$ cat src/rtl/mips_multicycle_ctrl.sv
// Multicycle MIPS control unit: 4-bit state register plus combinational decode of all control outputs.
// Optional CTRL_ILLEGAL_TRAP_EN: an unsupported opcode parks the FSM in HALT until reset.
module mips_multicycle_ctrl (
    input  logic       clk,
    input  logic       rst_n,
    input  logic [5:0] opcode,
    input  logic       zero,
    input  logic       mem_ready,
    output logic       mem_read,
    output logic       mem_write,
    output logic       i_or_d,
    output logic       ir_write,
    output logic       pc_write,
    output logic       reg_write,
    output logic       reg_dst,
    output logic       mem_to_reg,
    output logic       alu_src_a,
    output logic [1:0] alu_src_b,
    output logic [1:0] alu_op,
    output logic [1:0] pc_source,
    output logic       ext_op,
    output logic       illegal,
    output logic [3:0] state
);

    typedef enum logic [3:0] {
        S_FETCH  = 4'd0,
        S_DECODE = 4'd1,
        S_MEMADR = 4'd2,
        S_MEMRD  = 4'd3,
        S_MEMWB  = 4'd4,
        S_MEMWR  = 4'd5,
        S_EXEC   = 4'd6,
        S_ALUWB  = 4'd7,
        S_BRANCH = 4'd8,
        S_ADDIEX = 4'd9,
        S_IWB    = 4'd10,
        S_JUMP   = 4'd11,
        S_ORIEX  = 4'd12,
        S_HALT   = 4'd13
    } state_t;

    localparam logic [5:0] OP_RTYPE = 6'h00;
    localparam logic [5:0] OP_J     = 6'h02;
    localparam logic [5:0] OP_BEQ   = 6'h04;
    localparam logic [5:0] OP_ADDI  = 6'h08;
    localparam logic [5:0] OP_ORI   = 6'h0D;
    localparam logic [5:0] OP_LW    = 6'h23;
    localparam logic [5:0] OP_SW    = 6'h2B;

    state_t r_state;
    state_t w_next;
    logic   w_op_legal;

    // NOTE: sequential state uses non-blocking assignment so every flop samples pre-edge values.
    always_ff @(posedge clk or negedge rst_n) begin
        if (!rst_n) r_state <= S_FETCH;
        else        r_state <= w_next;
    end

    assign state = r_state;

    always_comb begin
        case (opcode)
            OP_RTYPE, OP_J, OP_BEQ, OP_ADDI,
            OP_ORI, OP_LW, OP_SW: w_op_legal = 1'b1;
            default:              w_op_legal = 1'b0;
        endcase
    end

    // NOTE: next state defaults to FETCH before the case, so no path leaves it unassigned (no latch);
    // the unused encodings 14-15 fall into that default as well.
    always_comb begin
        w_next = S_FETCH;
        case (r_state)
            S_FETCH:  w_next = mem_ready ? S_DECODE : S_FETCH;
            S_DECODE: begin
                case (opcode)
                    OP_LW, OP_SW: w_next = S_MEMADR;
                    OP_RTYPE:     w_next = S_EXEC;
                    OP_BEQ:       w_next = S_BRANCH;
                    OP_ADDI:      w_next = S_ADDIEX;
                    OP_ORI:       w_next = S_ORIEX;
                    OP_J:         w_next = S_JUMP;
`ifdef CTRL_ILLEGAL_TRAP_EN
                    default:      w_next = S_HALT;
`else
                    default:      w_next = S_FETCH;
`endif
                endcase
            end
            S_MEMADR: begin
                if (opcode == OP_LW)      w_next = S_MEMRD;
                else if (opcode == OP_SW) w_next = S_MEMWR;
                else                      w_next = S_FETCH;
            end
            S_MEMRD:  w_next = mem_ready ? S_MEMWB : S_MEMRD;
            S_MEMWB:  w_next = S_FETCH;
            S_MEMWR:  w_next = mem_ready ? S_FETCH : S_MEMWR;
            S_EXEC:   w_next = S_ALUWB;
            S_ALUWB:  w_next = S_FETCH;
            S_BRANCH: w_next = S_FETCH;
            S_ADDIEX: w_next = S_IWB;
            S_ORIEX:  w_next = S_IWB;
            S_IWB:    w_next = S_FETCH;
            S_JUMP:   w_next = S_FETCH;
`ifdef CTRL_ILLEGAL_TRAP_EN
            S_HALT:   w_next = S_HALT;
`else
            S_HALT:   w_next = S_FETCH;
`endif
            default:  w_next = S_FETCH;
        endcase
    end

    always_comb begin
        mem_read   = 1'b0;
        mem_write  = 1'b0;
        i_or_d     = 1'b0;
        ir_write   = 1'b0;
        pc_write   = 1'b0;
        reg_write  = 1'b0;
        reg_dst    = 1'b0;
        mem_to_reg = 1'b0;
        alu_src_a  = 1'b0;
        alu_src_b  = 2'b00;
        alu_op     = 2'b00;
        pc_source  = 2'b00;
        ext_op     = 1'b0;
        illegal    = 1'b0;
        case (r_state)
            S_FETCH: begin
                mem_read  = 1'b1;
                alu_src_b = 2'b01;
                ir_write  = mem_ready;
                pc_write  = mem_ready;
            end
            S_DECODE: begin
                alu_src_b = 2'b11;
                ext_op    = 1'b1;
                illegal   = !w_op_legal;
            end
            S_MEMADR, S_ADDIEX: begin
                alu_src_a = 1'b1;
                alu_src_b = 2'b10;
                ext_op    = 1'b1;
            end
            S_ORIEX: begin
                alu_src_a = 1'b1;
                alu_src_b = 2'b10;
                alu_op    = 2'b11;
            end
            S_MEMRD: begin
                mem_read = 1'b1;
                i_or_d   = 1'b1;
            end
            S_MEMWB: begin
                reg_write  = 1'b1;
                mem_to_reg = 1'b1;
            end
            S_MEMWR: begin
                mem_write = 1'b1;
                i_or_d    = 1'b1;
            end
            S_EXEC: begin
                alu_src_a = 1'b1;
                alu_op    = 2'b10;
            end
            S_ALUWB: begin
                reg_write = 1'b1;
                reg_dst   = 1'b1;
            end
            S_BRANCH: begin
                alu_src_a = 1'b1;
                alu_op    = 2'b01;
                pc_source = 2'b01;
                pc_write  = zero;
            end
            S_IWB:  reg_write = 1'b1;
            S_JUMP: begin
                pc_write  = 1'b1;
                pc_source = 2'b10;
            end
            S_HALT:  illegal = 1'b1;
            default: ;
        endcase

        // Reset must silence every side-effecting strobe even though FETCH would request a read.
        if (!rst_n) begin
            mem_read  = 1'b0;
            mem_write = 1'b0;
            ir_write  = 1'b0;
            pc_write  = 1'b0;
            reg_write = 1'b0;
            illegal   = 1'b0;
        end
    end

endmodule
$ cat config.mk
export PLATFORM = sky130hd
export DESIGN_NAME = mips_multicycle_ctrl
export DESIGN_NICKNAME = d
export VERILOG_FILES = /design/src/rtl/mips_multicycle_ctrl.sv
export SDC_FILE = /design/constraint.sdc
export NUM_CORES = 1
export LEC_CHECK = 0
export ABC_CLOCK_PERIOD_IN_PS = 1300
export CELL_PAD_IN_SITES_DETAIL_PLACEMENT = 0
export CELL_PAD_IN_SITES_GLOBAL_PLACEMENT = 1
export CORE_ASPECT_RATIO = 0.9
export CORE_MARGIN = 1.5
export CORE_UTILIZATION = 37
export DETAILED_ROUTE_END_ITERATION = 10
export DONT_BUFFER_PORTS = 1
export PLACE_DENSITY = 0.82
export SYNTH_ARGS = -nofsm -noshare
export SYNTH_HDL_FRONTEND = slang
export SYNTH_SLANG_ARGS = --single-unit
$ cat constraint.sdc
create_clock -name clk -period 1.3 [get_ports clk]
set_input_delay 0.26 -clock clk [delete_from_list [all_inputs] [get_ports clk]]
set_output_delay 0.26 -clock clk [all_outputs]
set_load 0.01 [all_outputs]
# Yosys cells after proc, flatten, opt, wreduce, memory -nomap -nowiden
# Index checks and enable logic that the tools add are counted.
[totals]
register_bits = 4
input_bits = 10
out_inout_bits = 21
elab_cells = 60
[op_classes]
eq_ne = 19
n_mux = 28
reduce_logical = 12
[op_table]
columns = ["operator", "n"]
rows = [
  ["$pmux 4 s7", 1],
  ["$eq 4x4->1 const B", 6],
  ["$pmux 4 s6", 1],
  ["$mux 1", 17],
  ["$eq 4x3->1 const B", 4],
  ["$eq 6x4->1 const B", 2],
  ["$eq 6x6->1 const B", 2],
  ["$mux 3", 4],
  ["$pmux 2 s3", 2],
  ["$reduce_or 3->1", 3],
  ["$eq 4x2->1 const B", 2],
  ["$reduce_or 2->1", 4],
  ["$reduce_or 7->1", 1],
  ["$eq 6x2->1 const B", 1],
  ["$eq 6x3->1 const B", 1],
  ["$logic_not 6->1", 1],
  ["$reduce_or 5->1", 1],
  ["$eq 4x1->1 const B", 1],
  ["$logic_not 4->1", 1],
  ["$pmux 2 s2", 1],
  ["$pmux 1 s3", 1],
  ["$pmux 1 s2", 1],
  ["$logic_not 1->1", 1],
]

# Logic depth before layout (Yosys ltp)
[logic_depth]
word_depth = 6
depth_mapped = 5

# Least setup slack after synthesis
# No wires, ideal clock.
[synth_path]
path_kind = "reg-to-output"
start = "reg r_state[1], in the netlist state[1]"
end = "out alu_src_b[1]"
t_arrival_ps = 1300
setup_slack_ps = -260
stages_incl_launch_ff = 6
path_buffers = 1
cell_sequence = "dfrtp_1 > buf_2 > nand2b_1 > nor2_1 > nor2_1 > nor2_1"
[synth_between]
elab_chain_len = 3
elab_cells_between_ends = 7
classes_between = "eq/ne (4); mux (1); reduce/logical (2)"
[synth_lines]
columns = ["item", "line_no", "rtl"]
rows = [
  ["from (decl)", "51", "state_t r_state;"],
  ["from (signal assigned)", "58", "else r_state <= w_next;"],
  ["$eq 4x2->1 / $eq 4x4->1 (equally long branches)", "131", "case (r_state)"],
  ["$reduce_or 3->1 (no source line)", "--", ""],
  ["$pmux 2 s3 *", "131", ""],
  ["to (decl)", "18", "output logic [1:0] alu_src_b,"],
]
# Every way passes the cells marked *; elsewhere a longest branch is shown, timed or not.

# Worst setup path in the final report
[layout_path]
start = "reg r_state[0], in the netlist state[0]"
end = "out pc_write"
[layout_between]
elab_chain_len = 3
elab_cells_between_ends = 5
classes_between = "eq/ne (2); mux (2); reduce/logical (1)"
[layout_lines]
columns = ["item", "line_no", "rtl"]
rows = [
  ["$eq 4x4->1 / $logic_not 4->1 (equally long branches)", "131", ""],
  ["$pmux 1 s3 *", "131", ""],
  ["$mux 1 *", "189", "if (!rst_n) begin"],
  ["to (decl)", "13", "output logic pc_write,"],
]
# Marks and branches as above.

==> flow_metrics.env <==
export IMPL_synthArstFlopShare_pct=100.0
export IMPL_dieHeight_um=43.09
export IMPL_fill_cells=70
export IMPL_cts_tree="done"
export IMPL_clockBufferDepth=2
export IMPL_yosysTopAreaCell="dfrtp_1"
export IMPL_fp_dieW_um=47.54
export IMPL_syn_area_per_cell_um2=7.028
export IMPL_p_total_uw=3666
export IMPL_nNetsFinal=156
export IMPL_synth_flop_cell="dfrtp_1"
export IMPL_cts_made_buffers=3
export IMPL_drt_iter0_markers=64
export IMPL_yosys_top_cells_area="dfrtp_1 (15%), nor3_1 (9.1%), nor2_1 (7.4%), buf_2 (6.1%), xnor2_1 (4.0%)"
export IMPL_wl_per_cell_um=23.56
export IMPL_core_mm2=0.001682
export IMPL_io_pin_count=31
export IMPL_yosysMostFrequentCell="nor2_1"
export IMPL_min_period_ns=1.810
export IMPL_place_hpwl_mm=1.651
export IMPL_yosys_warnings=0
export IMPL_clock_sinks=4
export IMPL_ys_seq_area_share_pct=15.15
export IMPL_grt_pass1_vias=893
export IMPL_setup_tns_final_ns=-7.441
export IMPL_crit_required_ns=1.04
export IMPL_io_buffers=0
export IMPL_drive_gt1_share_pct=73.79
export IMPL_row_count=14
export IMPL_worstSetupPathType="reg -> out"
export IMPL_cp_max_fo=5
export IMPL_synth_area_um2=660.6
export IMPL_violations="setup timing"
export IMPL_die_area_mm2=0.002048
export IMPL_start_kind="flip-flop"
export IMPL_setup_viol=23
export IMPL_skew_ns=0.02148
export IMPL_ys_top_cells_by_count="nor2_1 (13), nor3_1 (12), buf_2 (8)"
export IMPL_gp_congestion=0.7827
export IMPL_hold_violations=0
export IMPL_vias=1071
export IMPL_max_clock_freq_mhz=552.5
export IMPL_start_util_pct=39.29
export IMPL_routed_via_density=6.337
export IMPL_root_buffer="clkbuf_4"
export IMPL_vdd_drop_max_v=0.001549
export IMPL_largest_register_ffs=4
export IMPL_maxCapViolations=0
export IMPL_outcome="complete, but fails checks"
export IMPL_antenna_found_initial=0
export IMPL_overflow=0
export IMPL_grt_max_degree=10
export IMPL_wl_mm=3.982
export IMPL_areaGrowthSynthToFinish_pct=127.3
export IMPL_seqCellArea_um2=105.1
export IMPL_ys_types=38
export IMPL_final_period_utilization_pct=139.2
export IMPL_drtAntennaViolNets=0
export IMPL_rsz0062_at_grt="true"
export IMPL_multiInputGateArea_um2=792.0
export IMPL_antenna_cells=0
export IMPL_synth_top_cell_area_share_pct=15.15
export IMPL_power_density_mw_per_mm2=2441
export IMPL_worst_hold_slack_ns=0.1538
export IMPL_synth_edf_count=0
export IMPL_p_leak_uw=0.0006289
export IMPL_worst_slack_ns=-0.5100
export IMPL_synthesis_nets=104
export IMPL_max_slew_worst_pin_slew_ns=0.3880
export IMPL_hold_class="in -> reg"
export IMPL_grt_first_pass_wirelength_mm=4.243
export IMPL_grt_use_total_pct=30.32
export IMPL_synthCells=94
export IMPL_insertion_delay_ns=0.27
export IMPL_clkTransAtPathRegs_ns=0.04
export IMPL_first_pass_iters=4
export IMPL_h_tree_depth=1
export IMPL_drc=0
export IMPL_slew_headroom_pct=74.08
export IMPL_ys_ff_latch=4
export IMPL_crit_arrival_ns=1.55
export IMPL_slew_viol_final=0
export IMPL_end_kind="output port"
-- layout by cell type, fill, tap and decap left out, drive strengths merged, types with 2 or more instances in the layout --
master  synthesis  routed
a21oi           4       4
buf             9      55
o21ai           2       2
a211oi          4       4
dfrtp           4       4
and3            3       3
nand2b          4       4
o211ai          3       3
o31ai           3       3
inv             2       2
nor3           12      12
nor2           13      13
xnor2           3       3
a31oi           2       2
clkbuf          0       4
nand2           5       5
nor2b           2       2
nand3           2       2
nor3b           3       3
-- what timing repair did --
action,in CTS,in global routing
endpoints found under the setup margin,21,24
hold endpoints to repair,4,0
resized for setup,30,60
buffers inserted,12,16
hold buffers,1,0
pin swaps,12,24
gates cloned,0,0
-- metal layers --
layer / vias up / wire (um) / GRT usage (%)
met5: - / 0 / 0
met4: 0 / 214 / 21.62
met3: 32 / 423 / 10.21
met2: 105 / 1930 / 48.38
met1: 501 / 1414 / 31.77
li1: 433 / - / -
-- cell type report --
class	instances	area share, %
Timing Repair Buffer	56	35.67
Multi-Input combinational cell	79	52.75
Inverter	2	0.8333
Clock buffer	4	1.750
Sequential cell	4	7.000
Tap cell	24	2.000
-- logic make-up (layout without fill, tap and decap cells) --
family | Yosys count | after routing | synth area share (%)
AND/OR/NAND/NOR | 52 | 52 | 44.13
buffers and inverters | 11 | 62 | 8.901
AO/OA/AOI/OAI | 21 | 21 | 23.48
multiplexers | 1 | 1 | 1.515
XOR/XNOR | 4 | 4 | 5.304
adder cells (fa/ha/maj) | 1 | 1 | 1.515
flip-flops | 4 | 4 | 15.15
-- where the power goes --
group | total, uW | internal, uW | switching [uW]
sequential | 324 | 186 | 138
combinational | 3140 | 1630 | 1520
clock | 197 | 117 | 80.2
total | 3670 | 1930 | 1730
-- worst max-delay path, cell delays in order, from the launching register on --
cell and delay (ns):
dfrtp_2 0.44, buf_6 0.15, nor2_1 0.17, a21boi_2 0.09, mux2i_1 0.20, and3_1 0.25
-- worst paths after layout --
| path | startpoint | to | slack [ns] | depth (start not counted) |
|---|---|---|---|---|
| min | opcode[3] | state[1] | 0.15 | 1 |
| max | state[0] | pc_write | -0.51 | 5 |
| max in group asynchronous | rst_n | state[0] | 0.79 | 1 |
| min in group asynchronous | rst_n | state[3] | 0.28 | 1 |
| max reg2reg | state[1] | state[3] | -0.41 | 6 |
| min reg2reg | state[0] | state[1] | 0.85 | 3 |
-- per-stage QoR --
step           utilization [%]  cells  cell area (um2)  setup WS (ns)
2_1_floorplan                -     94            711.9        -0.1099
3_3_place_gp             53.65    139            902.1        -0.1827
3_5_place_dp             53.65    139            902.1        -0.2299
4_1_cts                  68.60    156             1154        -0.4310
5_1_grt                  89.29    169             1501        -0.5689
6_report                 89.29    169             1501        -0.5100
Note: power is estimated with default switching activity, not from simulation.
